### src/rtl/pipe_pkg.sv
`default_nettype none
// +--------------------------------------------------------------------------+
// | pipe_pkg : shared inter-stage field layout, ctrl indices, occupancy codes |
// | Rev 1.0                                                                    |
// +--------------------------------------------------------------------------+
package pipe_pkg;

  // EX/MEM payload layout, LSB first: Databus3, ALUOut, PC, rd
  localparam int EXMEM_DATA_W       = 101;
  localparam int EXMEM_CTRL_W       = 5;
  localparam int EXMEM_DATABUS3_LSB = 0;
  localparam int EXMEM_ALUOUT_LSB   = 32;
  localparam int EXMEM_PC_LSB       = 64;
  localparam int EXMEM_RD_LSB       = 96;
  localparam int EXMEM_RD_W         = 5;
  localparam int EXMEM_WORD_W       = 32;

  localparam int CTRL_REGWRITE      = 4;
  localparam int CTRL_MEMREAD       = 3;
  localparam int CTRL_MEMWRITE      = 2;
  localparam int CTRL_MEMTOREG_LSB  = 0;

  typedef enum logic [1:0] {
    OCC_EMPTY = 2'd0,
    OCC_ONE   = 2'd1,
    OCC_TWO   = 2'd2
  } occ_e;

  // The skid slot only ever fills behind a valid main slot.
  function automatic logic [1:0] occ_count(input logic m_valid, input logic s_valid);
    occ_e occ;
    if (s_valid)      occ = OCC_TWO;
    else if (m_valid) occ = OCC_ONE;
    else              occ = OCC_EMPTY;
    return occ;
  endfunction

endpackage
`default_nettype wire

### src/rtl/pipe_slot.sv
`default_nettype none
// +--------------------------------------------------------------------------+
// | pipe_slot : valid+data+ctrl register with load enable and sync clear     |
// | Rev 1.0                                                                    |
// +--------------------------------------------------------------------------+
module pipe_slot
  import pipe_pkg::*;
#(
  parameter int DATA_W = EXMEM_DATA_W,
  parameter int CTRL_W = EXMEM_CTRL_W
) (
  input  logic              clk,
  input  logic              reset,
  input  logic              load_i,
  input  logic              clear_i,
  input  logic              valid_i,
  input  logic [DATA_W-1:0] data_i,
  input  logic [CTRL_W-1:0] ctrl_i,
  output logic              valid_o,
  output logic [DATA_W-1:0] data_o,
  output logic [CTRL_W-1:0] ctrl_o
);

  logic              valid_q, valid_d;
  logic [DATA_W-1:0] data_q,  data_d;
  logic [CTRL_W-1:0] ctrl_q,  ctrl_d;

  // Clear kills valid and ctrl only; data is left in place.
  always_comb begin
    valid_d = valid_q;
    data_d  = data_q;
    ctrl_d  = ctrl_q;
    if (clear_i) begin
      valid_d = 1'b0;
      ctrl_d  = '0;
    end else if (load_i) begin
      valid_d = valid_i;
      data_d  = data_i;
      ctrl_d  = ctrl_i;
    end
  end

  always_ff @(posedge clk or posedge reset) begin
    if (reset) begin
      valid_q <= 1'b0;
      data_q  <= '0;
      ctrl_q  <= '0;
    end else begin
      valid_q <= valid_d;
      data_q  <= data_d;
      ctrl_q  <= ctrl_d;
    end
  end

  assign valid_o = valid_q;
  assign data_o  = data_q;
  assign ctrl_o  = ctrl_q;

endmodule
`default_nettype wire

### src/rtl/pipe_stage_reg.sv
`default_nettype none
// +--------------------------------------------------------------------------+
// | pipe_stage_reg : valid/ready pipeline register, optional 2-entry skid    |
// | Rev 1.0                                                                    |
// +--------------------------------------------------------------------------+
module pipe_stage_reg
  import pipe_pkg::*;
#(
  parameter int DATA_W  = EXMEM_DATA_W,
  parameter int CTRL_W  = EXMEM_CTRL_W,
  parameter bit SKID_EN = 1'b1
) (
  input  logic              clk,
  input  logic              reset,
  input  logic              in_valid,
  output logic              in_ready,
  input  logic [DATA_W-1:0] in_data,
  input  logic [CTRL_W-1:0] in_ctrl,
  input  logic              flush,
  output logic              out_valid,
  input  logic              out_ready,
  output logic [DATA_W-1:0] out_data,
  output logic [CTRL_W-1:0] out_ctrl,
  output logic [1:0]        occupancy
);

  logic              w_accept, w_release;
  logic              w_m_valid, w_m_load, w_m_clear;
  logic [DATA_W-1:0] w_m_data, w_m_data_in;
  logic [CTRL_W-1:0] w_m_ctrl, w_m_ctrl_in;
  logic              w_s_valid;
  logic [DATA_W-1:0] w_s_data;
  logic [CTRL_W-1:0] w_s_ctrl;

  assign w_accept  = in_valid & in_ready;
  assign w_release = w_m_valid & out_ready;

  // M refills from S when draining a full stage, otherwise from the input.
  assign w_m_load    = ~flush & ((w_release & w_s_valid) |
                                 (w_accept & (~w_m_valid | w_release)));
  assign w_m_clear   = flush | (w_release & ~w_s_valid & ~w_accept);
  assign w_m_data_in = w_s_valid ? w_s_data : in_data;
  assign w_m_ctrl_in = w_s_valid ? w_s_ctrl : in_ctrl;

  pipe_slot #(
    .DATA_W (DATA_W),
    .CTRL_W (CTRL_W)
  ) u_slot_m (
    .clk     (clk),
    .reset   (reset),
    .load_i  (w_m_load),
    .clear_i (w_m_clear),
    .valid_i (1'b1),
    .data_i  (w_m_data_in),
    .ctrl_i  (w_m_ctrl_in),
    .valid_o (w_m_valid),
    .data_o  (w_m_data),
    .ctrl_o  (w_m_ctrl)
  );

  generate
    if (SKID_EN) begin : g_skid
      logic w_s_load, w_s_clear;

      assign w_s_load  = ~flush & w_accept & w_m_valid & ~w_release;
      assign w_s_clear = flush | (w_release & w_s_valid);

      pipe_slot #(
        .DATA_W (DATA_W),
        .CTRL_W (CTRL_W)
      ) u_slot_s (
        .clk     (clk),
        .reset   (reset),
        .load_i  (w_s_load),
        .clear_i (w_s_clear),
        .valid_i (1'b1),
        .data_i  (in_data),
        .ctrl_i  (in_ctrl),
        .valid_o (w_s_valid),
        .data_o  (w_s_data),
        .ctrl_o  (w_s_ctrl)
      );

      // Registered ready: no combinational path from out_ready.
      assign in_ready = ~w_s_valid;
    end else begin : g_no_skid
      assign w_s_valid = 1'b0;
      assign w_s_data  = '0;
      assign w_s_ctrl  = '0;
      assign in_ready  = ~w_m_valid | out_ready;
    end
  endgenerate

  assign out_valid = w_m_valid;
  assign out_data  = w_m_data;
  assign out_ctrl  = w_m_ctrl & {CTRL_W{w_m_valid}};
  assign occupancy = occ_count(w_m_valid, w_s_valid);

endmodule
`default_nettype wire

### config.mk
export PLATFORM = sky130hd
export DESIGN_NAME = pipe_stage_reg
export DESIGN_NICKNAME = d
export VERILOG_FILES = /design/src/rtl/pipe_pkg.sv /design/src/rtl/pipe_slot.sv /design/src/rtl/pipe_stage_reg.sv
export SDC_FILE = /design/constraint.sdc
export NUM_CORES = 1
export LEC_CHECK = 0
export CORE_MARGIN = 4
export CORE_UTILIZATION = 40
export CTS_CLUSTER_DIAMETER = 80
export DETAILED_ROUTE_END_ITERATION = 8
export PLACE_DENSITY = 0.72
export SYNTH_ARGS = -nofsm -noshare
export SYNTH_HDL_FRONTEND = slang
export SYNTH_SLANG_ARGS = --single-unit
### constraint.sdc
create_clock -name clk -period 7.1 [get_ports clk]
set_input_delay 1.42 -clock clk [delete_from_list [all_inputs] [get_ports clk]]
set_output_delay 1.42 -clock clk [all_outputs]
set_load 0.01 [all_outputs]
Yosys cells after proc, flatten, opt, wreduce, memory -nomap -nowiden:

Cells that the tools add are included.

* bitwise gates (word level): 22
* reduce and logical (&&, ||, !) cells: 4
* muxes and demuxes: 12

Operators by type and width (count)
* $mux W101: 1
* $mux W5: 5
* $and A1 B1 Y1: 10
* $not A1 Y1: 7
* $and A5 B5 Y5: 1
* $mux W1: 5
* $or A1 B1 Y1: 4
* $reduce_and A2 Y1: 2
* $reduce_bool A2 Y1: 2
* $mux W2: 1

* register bits: 214
* word-level logic and storage cells: 44

Depth between registers and ports, before layout:

Gate-level depths: netlist (run 1).

* word-level depth: 7
* mapped depth: 7
* gate-level depth less buffers: 3

Modules after synthesis:

A second synthesis (run 1) with hierarchy kept.

* cells, all modules: 602
* area total of the unflattened synthesis: 10385.0 µm²

By module, submodules not included
* pipe_slot: cells each 234, times used 2, area an instance 4471.8 µm²
* pipe_stage_reg: cells each 134, times used 1, area an instance 1441.4 µm²

Worst setup path after synthesis (run 1):

OpenSTA, ideal clock, no wires.

* kind: in2reg
* start: input out_ready
* end: register g_skid.u_slot_s.data_q[17], in the netlist g_skid.u_slot_s.data_o[17]
* setup time: 0.125 ns
* cell stages on the path: 6
* data arrival time: 2.584 ns
* data required time: 6.975 ns
* setup slack: 4.391 ns
* cell sequence: and4bb_1 > nor2b_1 > buf_2 > buf_4 > buf_4 > mux2_2

* longest elaborated chain between the ends: 5

Ends and longest elaborated chain
* from (decl): line pipe_stage_reg.sv:21 `input logic out_ready,`
* $and A1 B1 Y1 *: line pipe_stage_reg.sv:36 `assign w_release = w_m_valid & out_ready;`
* $and A1 B1 Y1: line pipe_stage_reg.sv:66 `assign w_s_clear = flush | (w_release & w_s_valid);`
* $or A1 B1 Y1: line pipe_stage_reg.sv:66
* $not A1 Y1 (no source line)
* $reduce_and A2 Y1 (no source line) *
* to (signal assigned): line pipe_slot.sv:50 `data_q <= data_d;`
* to (decl): line pipe_slot.sv:25 `logic [DATA_W-1:0] data_q, data_d;`

Every way passes the cells marked *; elsewhere a longest branch is shown, timed or not.
A chain may end at the register's enable or synchronous reset.

Worst setup path in the final report (run 1):

* start: register g_skid.u_slot_s.valid_q, in the netlist g_skid.u_slot_s.valid_o
* end: output occupancy[1]

* longest elaborated chain between the ends: 1

Ends and longest elaborated chain
* from (decl): line pipe_slot.sv:24 `logic valid_q, valid_d;`
* from (signal assigned): line pipe_slot.sv:49 `valid_q <= valid_d;`
* $mux W2: line pipe_pkg.sv:32 `if (s_valid) occ = OCC_TWO;`
* to (decl): line pipe_stage_reg.sv:24 `output logic [1:0] occupancy`

Every way passes these cells.

==> results_dict.tcl, run 1 <==
set metrics [dict create \
    outcome "completed" \
    critPathTopFamily "flip-flops" \
    relSlewSlack_pct 32.0 \
    final_common_cell "mux2_2" \
    first_pass_iters 4 \
    initial_utilization_pct 40.8 \
    fp-row-count 55 \
    grt_max_degree 134 \
    syn_nets 702 \
    min_from "g_skid.u_slot_s.data_o[32]" \
    die_h_um 160 \
    grt_antenna_before_repair 0 \
    htreeDepth 1 \
    syn_inst 591 \
    tns_ns 0 \
    cts_made_buffers 24 \
    die-area_mm2 0.0257 \
    gp_congestion 0.753 \
    mostFrequentLayoutCells "288 x mux2_2, 220 x clkdlybuf4s50_1, 213 x dfrtp_1" \
    setup_viol 0 \
    num-nets-final 917 \
    post-route-period-util_pct 49.0 \
    area_growth_pct 35.4 \
    die_w_um 160 \
    fill_cells 1859 \
    ys_types 18 \
    drv_cap 0 \
    final_hold_viol_count 0 \
    path_buf_inv 1 \
    core_area_mm2 0.0227 \
    synth_area_mm2 0.00927 \
    leakage_uw 0.00519 \
    cts.path.max_buffers 3 \
    crit_type "register to primary output" \
    diodes 0 \
    port_buffers 220 \
    period_minus_slack_ns 3.48 \
    root_buffer "clkbuf_16" \
    fmax_mhz 287 \
    post-cts-setup-buffers 0 \
    cts.repair.resized 0 \
    grt_pass1_wl_um 34500 \
    hold_class "register to register" \
    hold_path_end "g_skid.u_slot_s.data_o[32]" \
    drive_gt1_share_pct 40.9 \
    slowest_stage "dfrtp_4" \
    ios 221 \
    final_cells 1108 \
    r2r-end "u_slot_m.data_o[82]" \
    cts.reportedPaths.clkPinSlew_ns 0.06 \
    cpPeakStageDelay_ns 0.88 \
    rsz0062_at_grt "false" \
    fin_skew_ns 0.00882 \
    vias 5614 \
    cts_sinks 214 \
    clock_latency_ns 0.50 \
    grt.total_usage_pct 16.2 \
    overflow 0 \
    arrival_ns 2.06 \
    dp_cells 1065 \
    postRouteAntennaNets 0 \
    power.total_uw 3860 \
    yosysSeqAreaShare_pct 57.8 \
    end_kind "primary output" \
    p_per_area_mw_per_mm2 307 \
    min_delay_path_depth 1 \
    routedWlPerCell_um 18.9 \
    drt_iter0_drc 194 \
    detailed_place_hpwl_um 13900 \
    design_area_mm2 0.0125 \
    path_cells "clkdlybuf4s50_1" \
    required_ns 5.68 \
    tightest_slew_ns 1.02 \
    grt_pass1_vias 6424 \
    cts_tree "done" \
    drc 0 \
    ir_worst_vdd_mv 0.154 \
    startpoint "g_skid.u_slot_s.valid_o" \
    cts_hold_buf 0 \
    placed_area_mm2 0.0117 \
    r2r_setup_slack_ns 3.68 \
    worstPathMaxFanout 53 \
    ys_warn_count 0 \
    slew_violations 0 \
    r2r_start "g_skid.u_slot_s.valid_o" \
    viasPerCell 5.07 \
    drt-total-wl_um 21000 \
    ys_ff_latch 214 \
    synth_area_per_cell_um2 15.7 \
    critPathLaunchType "register" \
    r2r_cells 5 \
]
-- sequential cells by signal, indices dropped and copies added, names as in the netlist --
name / count
g_skid.u_slot_s.data_o: 101
u_slot_m.data_o: 101
g_skid.u_slot_s.ctrl_o: 5
u_slot_m.ctrl_o: 5
g_skid.u_slot_s.valid_o: 1
u_slot_m.valid_o: 1
-- layout make-up --
type,count,area (um^2),area share (%)
Inverter,3,15.0,0.120
Multi-Input combinational cell,336,3710,29.5
Sequential cell,214,5360,42.7
Timing Repair Buffer,227,2270,18.1
Tap cell,285,357,2.84
Clock buffer,38,744,5.93
Clock inverter,5,100,0.798
-- per-stage QoR --
step                      hold WS, ns  utilization, %  worst slack [ns]
final                           0.480            55.3              3.62
after global routing            0.491            55.3              3.42
after CTS                       0.486            55.3              3.56
after detailed placement        0.473            51.5              3.44
after global placement          0.461            51.5              3.49
after floorplan                 0.452               -              2.90
-- worst reg2reg max path: stages, from the launching register on --
cell and delay (ns):
dfrtp_4 0.88, buf_4 0.86, nand2_1 0.20, a221oi_4 0.28, buf_4 0.63, mux2_2 0.45
-- cells by family (layout without fill, tap and decap cells) --
family          after synthesis  count (layout)  share of synthesized area [%]
simple gates                 11              11                          0.864
flops                       214             214                           57.8
buf+inv                      41             273                           2.34
compound gates               17              17                           1.62
mux                         308             308                           37.4
-- power by group --
group	internal (uW)	switching, uW	leakage (uW)	total [uW]
registers	1520	169	0.00260	1690
clock network	824	480	0.000416	1300
logic	565	297	0.00217	863
total	2910	946	0.00519	3860
-- worst max-delay path by stage --
stage / endpoint / slack (ns) / cells after the start
finish: occupancy[1] / 3.62 / 1
global route: u_slot_m.data_o[81] / 3.42 / 5
CTS: occupancy[1] / 3.56 / 1
detailed placement: u_slot_m.data_o[88] / 3.44 / 4
global placement: g_skid.u_slot_s.data_o[82] / 3.49 / 5
floorplan: g_skid.u_slot_s.ctrl_o[0] / 2.90 / 1
-- metal layers --
| layer | GRT usage (%) | part of all wire (%) |
|---|---|---|
| met1 | 21.0 | 44 |
| met2 | 27.3 | 48 |
| met3 | 4.72 | 6.7 |
| met4 | 3.64 | 1.9 |
| met5 | 0 | 0 |
-- synthesized netlist by cell type --
| master | number | area (um^2) |
|---|---|---|
| dfrtp_1 | 214 | 5360 |
| buf_4 | 11 | 82.6 |
| o21a_1 | 1 | 7.51 |
| and2_1 | 5 | 31.3 |
| nor2b_1 | 3 | 18.8 |
| buf_2 | 17 | 85.1 |
| nand2b_4 | 1 | 13.8 |
| inv_1 | 3 | 11.3 |
| a311oi_1 | 1 | 8.76 |
| o21ai_0 | 1 | 5.00 |
| a22o_1 | 10 | 87.6 |
| and4bb_1 | 1 | 12.5 |
| clkbuf_1 | 10 | 37.5 |
| mux2_1 | 20 | 225 |
| a221oi_4 | 1 | 26.3 |
| a21oi_1 | 3 | 15.0 |
| mux2_2 | 288 | 3240 |
| nand2_1 | 1 | 3.75 |
Power figures use the tool's default switching activity.
==> run 2, diff against run 1 <==
PLACE_DENSITY = 0.7   (was 0.72)
clock period = 3.4 ns   (was 7.1 ns; I/O delays follow)
==> run 2 against run 1 <==
First-iteration DRC count fell by 5.2%. Hold slack barely moved. Global-route usage grew 0.092 points. Power grew 110%. Final area is 0.92% higher. Wire length increased by 1.8%. Sequential cell count unchanged. Count of clock-buffer cells in the layout decreased by 3.
==> results_dict.tcl, run 2 (synthesis results as in run 1) <==
set metrics [dict create \
    postRouteAntennaNets 0 \
    drt-total-wl_um 21300 \
    num-nets-final 924 \
    power.total_uw 8050 \
    final_hold_viol_count 0 \
    drc 0 \
    final_common_cell "mux2_2" \
    grt_pass1_wl_um 34600 \
    critPathLaunchType "register" \
    relSlewSlack_pct 45.0 \
    holdWs_ns 0.481 \
    cts_made_buffers 24 \
    overflow 0 \
    required_ns 2.72 \
    drt_iter0_drc 184 \
    area_growth_pct 36.6 \
    rsz0062_at_grt "false" \
    cts.reportedPaths.clkPinSlew_ns 0.06 \
    placed_area_mm2 0.0118 \
    fmax_mhz 384 \
    p_per_area_mw_per_mm2 636 \
    post-cts-setup-buffers 0 \
    drv_cap 0 \
    gp_congestion 0.754 \
    critPathTopFamily "buffers and inverters" \
    mostFrequentLayoutCells "288 x mux2_2, 220 x clkdlybuf4s50_1, 213 x dfrtp_1" \
    final_cells 1115 \
    core_area_mm2 0.0227 \
    slowest_stage "clkdlybuf4s50_1" \
    tns_ns 0 \
    clock_latency_ns 0.51 \
    htreeDepth 1 \
    first_pass_iters 4 \
    diodes 0 \
    period_minus_slack_ns 2.60 \
    cpPeakStageDelay_ns 0.62 \
    viasPerCell 5.07 \
    grt_pass1_vias 6453 \
    die_w_um 160 \
    setup_viol 0 \
    port_buffers 220 \
    cts_tree "done" \
    vias 5649 \
    ir_worst_vdd_mv 0.380 \
    detailed_place_hpwl_um 14500 \
    outcome "completed" \
    cts.path.max_buffers 3 \
    leakage_uw 0.00524 \
    fp-row-count 55 \
    end_kind "primary output" \
    worstPathMaxFanout 15 \
    cts_hold_buf 0 \
    arrival_ns 1.92 \
    ios 221 \
    design_area_mm2 0.0127 \
    post-route-period-util_pct 76.6 \
    crit_type "register to primary output" \
    path_buf_inv 1 \
    slew_violations 0 \
    dp_cells 1072 \
    drive_gt1_share_pct 41.7 \
    grt.total_usage_pct 16.3 \
    root_buffer "clkbuf_16" \
    routedWlPerCell_um 19.1 \
    hold_class "register to register" \
    cts.repair.resized 0 \
    grt_max_degree 70 \
    die-area_mm2 0.0257 \
    tightest_slew_ns 0.825 \
    initial_utilization_pct 40.8 \
    die_h_um 160 \
    grt_antenna_before_repair 0 \
    path_cells "and2_1 -> clkdlybuf4s50_1" \
    fin_skew_ns 0.0116 \
    cts_sinks 214 \
]
## run 2: cell count changes in the layout (fill, tap and decap cells not counted)
cell and delta:
buf_12 +5, buf_4 +2, clkbuf_1 -2, clkbuf_8 -1, clkinv_2 +1, clkinv_4 +1
clkinvlp_4 +1
## run 2: per-layer routing
metal  up-vias  track usage [%]  wire (um)
met4         0             4.42        510
met3        42             5.68       1640
met2       155             27.6      10300
met5         -                0          0
met1      2865             20.0       8860
li1       2587                -          -
## run 2: power breakdown
part / switching, uW / internal [uW]
sequential: 345 / 3180
clock: 1010 / 1700
combinational: 632 / 1190
## run 2: cell type report
type / instances / area [um^2]
flip-flops and latches: 214 / 5360
repair buffers: 234 / 2380
inverters: 3 / 15.0
clock inverters: 8 / 121
clock buffers: 35 / 723
well taps: 285 / 357
fillers: 1818 / 10000
multi-input cells: 336 / 3710
## run 2: worst reg2reg max path: stages, from the launching register on
cell,delay [ns]
dfrtp_4,0.62
nand2b_4,0.22
a221oi_4,0.32
buf_4,0.55
mux2_2,0.45
## run 2: path summary, 6_finish.rpt
check	start	end	slack, ns	depth (start not counted)
max in group asynchronous	reset	u_slot_m.data_o[78]	2.03	3
setup reg to reg	g_skid.u_slot_s.valid_o	u_slot_m.data_o[17]	1.12	4
min in group asynchronous	reset	g_skid.u_slot_s.data_o[44]	0.64	2
hold reg to reg	g_skid.u_slot_s.data_o[22]	g_skid.u_slot_s.data_o[22]	0.48	1
hold / removal	g_skid.u_slot_s.data_o[22]	g_skid.u_slot_s.data_o[22]	0.48	1
setup / recovery	u_slot_m.valid_o	out_ctrl[3]	0.80	2
## run 2: metrics by stage
stage               setup WS (ns)  utilization (%)
floorplan                 -0.0642                -
global placement            0.675             52.0
detailed placement          0.617             52.0
CTS                         0.766             55.8
global route                0.664             55.8
finish                      0.796             55.8
==> run 3, diff against run 2 <==
PLACE_DENSITY = 0.72   (was 0.7)
clock period = 2.3 ns   (was 3.4 ns; I/O delays follow)
==> run 3 against run 2 <==
Die area did not move. Clock power grew 36%. Combinational power up 49%. Clock skew decreased by 0.0021 ns. Power rose by 44%. Register-to-register slack got worse by 0.76 ns. Wire length is 1.0% lower. Critical path depth stayed put. Setup slack got worse by 0.71 ns. Final cell count rose by 1.1%. Largest power group unchanged.
==> results_dict.tcl, run 3 (synthesis results as in run 1) <==
set metrics [dict create \
    outcome "completed" \
    clock_latency_ns 0.51 \
    end_kind "primary output" \
    mostFrequentLayoutCells "288 x mux2_2, 220 x clkdlybuf4s50_1, 212 x dfrtp_1" \
    fin_skew_ns 0.00958 \
    finish.utilization_pct 56.2 \
    place_ws_ns -0.0276 \
    final_common_cell "mux2_2" \
    die_h_um 160 \
    root_buffer "clkbuf_16" \
    p_per_area_mw_per_mm2 909 \
    grt_pass1_wl_um 34600 \
    grt_pass1_vias 6396 \
    gp_congestion 0.760 \
    tns_ns 0 \
    cts_tree "done" \
    postRouteAntennaNets 0 \
    drive_gt1_share_pct 42.2 \
    fmax_mhz 451 \
    grtUsageMet3_pct 6.01 \
    worstPathMaxFanout 14 \
    area_growth_pct 37.7 \
    num-nets-final 936 \
    drt_iter0_drc 161 \
    ios 221 \
    drc 0 \
    use_met1_pct 20.5 \
    crit_type "register to primary output" \
    htreeDepth 1 \
    final_hold_viol_count 0 \
    worst_slack_ns 0.0830 \
    port_buffers 220 \
    arrival_ns 1.76 \
    tightest_slew_ns 0.624 \
    drt-total-wl_um 21100 \
    cts.reportedPaths.clkPinSlew_ns 0.06 \
    viasPerCell 5.03 \
    required_ns 1.84 \
    detailed_place_hpwl_um 14900 \
    design_area_mm2 0.0128 \
    cpPeakStageDelay_ns 0.56 \
    rsz0062_at_grt "false" \
    path_cells "nor2b_1 -> clkdlybuf4s50_1" \
    hold_class "register to register" \
    post-route-period-util_pct 96.4 \
    cts_hold_buf 0 \
    cts_made_buffers 24 \
    core_area_mm2 0.0227 \
    ir_worst_vdd_mv 0.696 \
    grt_util_met2_pct 26.8 \
    grt.total_usage_pct 16.2 \
    period_minus_slack_ns 2.22 \
    cts_sinks 214 \
    setup_viol 0 \
    overflow 0 \
    routedWlPerCell_um 18.7 \
    path_buf_inv 1 \
    slowest_stage "dfrtp_4" \
    first_pass_iters 4 \
    drv_cap 0 \
    initial_utilization_pct 40.8 \
    grt_max_degree 111 \
    busiest_layer "met2" \
    die_w_um 160 \
    critPathLaunchType "register" \
    placed_area_mm2 0.0120 \
    vias 5674 \
    cts.path.max_buffers 3 \
    die-area_mm2 0.0257 \
    relSlewSlack_pct 58.4 \
    leakage_uw 0.00528 \
    slew_violations 0 \
    grt_antenna_before_repair 1 \
    fp-row-count 55 \
    critPathTopFamily "flip-flops" \
]
run 3: cell types whose count changed in the layout (fill, tap and decap cells not counted), sizes merged:
cell    previous run  this run
buf               14        26
clkinv             4         5
diode              0         1
bufinv             3         1
run 3: layer usage:
layer	vias up	wire [um]
li1	2604	-
met5	-	7
met1	2880	8850
met3	30	1720
met4	2	330
met2	158	10200
run 3: final cells by class:
type | count | area, um^2
Sequential cell | 214 | 5360
Clock buffer | 35 | 693
Clock inverter | 7 | 62.6
Inverter | 3 | 15.0
Fill cell | 1820 | 9940
Multi-Input combinational cell | 336 | 3710
Antenna cell | 1 | 2.50
Timing Repair Buffer | 246 | 2570
Tap cell | 285 | 357
run 3: power by group:
| group | switching, uW | internal (uW) | total [uW] | leakage [uW] |
|---|---|---|---|---|
| combinational | 946 | 1790 | 2730 | 0.00231 |
| sequential | 498 | 4700 | 5200 | 0.00260 |
| clock | 1480 | 2190 | 3670 | 0.000372 |
| total | 2930 | 8680 | 11600 | 0.00528 |
run 3: final timing paths:
check / endpoint / start / slack, ns / cells after the start
worst min register to register: g_skid.u_slot_s.data_o[22] / g_skid.u_slot_s.data_o[22] / 0.48 / 1
min in group asynchronous: u_slot_m.data_o[27] / reset / 0.52 / 3
worst max register to register: u_slot_m.data_o[14] / g_skid.u_slot_s.valid_o / 0.36 / 5
max in group asynchronous: u_slot_m.data_o[83] / reset / 1.27 / 3
worst max-delay path: occupancy[0] / g_skid.u_slot_s.valid_o / 0.08 / 2
worst min-delay path: g_skid.u_slot_s.data_o[22] / g_skid.u_slot_s.data_o[22] / 0.48 / 1
run 3: through the flow:
| step | hold WS [ns] | power (uW) | cells |
|---|---|---|---|
| floorplan | 0.452 | 6510 | 591 |
| global placement | 0.462 | 7870 | 1083 |
| detailed placement | 0.472 | 8030 | 1083 |
| CTS | 0.485 | 11800 | 1126 |
| global route | 0.493 | 12200 | 1126 |
| finish | 0.480 | 11600 | 1127 |
run 3: repair_timing:
| action | CTS | global route |
|---|---|---|
| resized for setup | 1 | 0 |
| endpoints found under the setup margin | 6 | 0 |
| hold endpoints to repair | 0 | 0 |
| setup buffers | 1 | 0 |
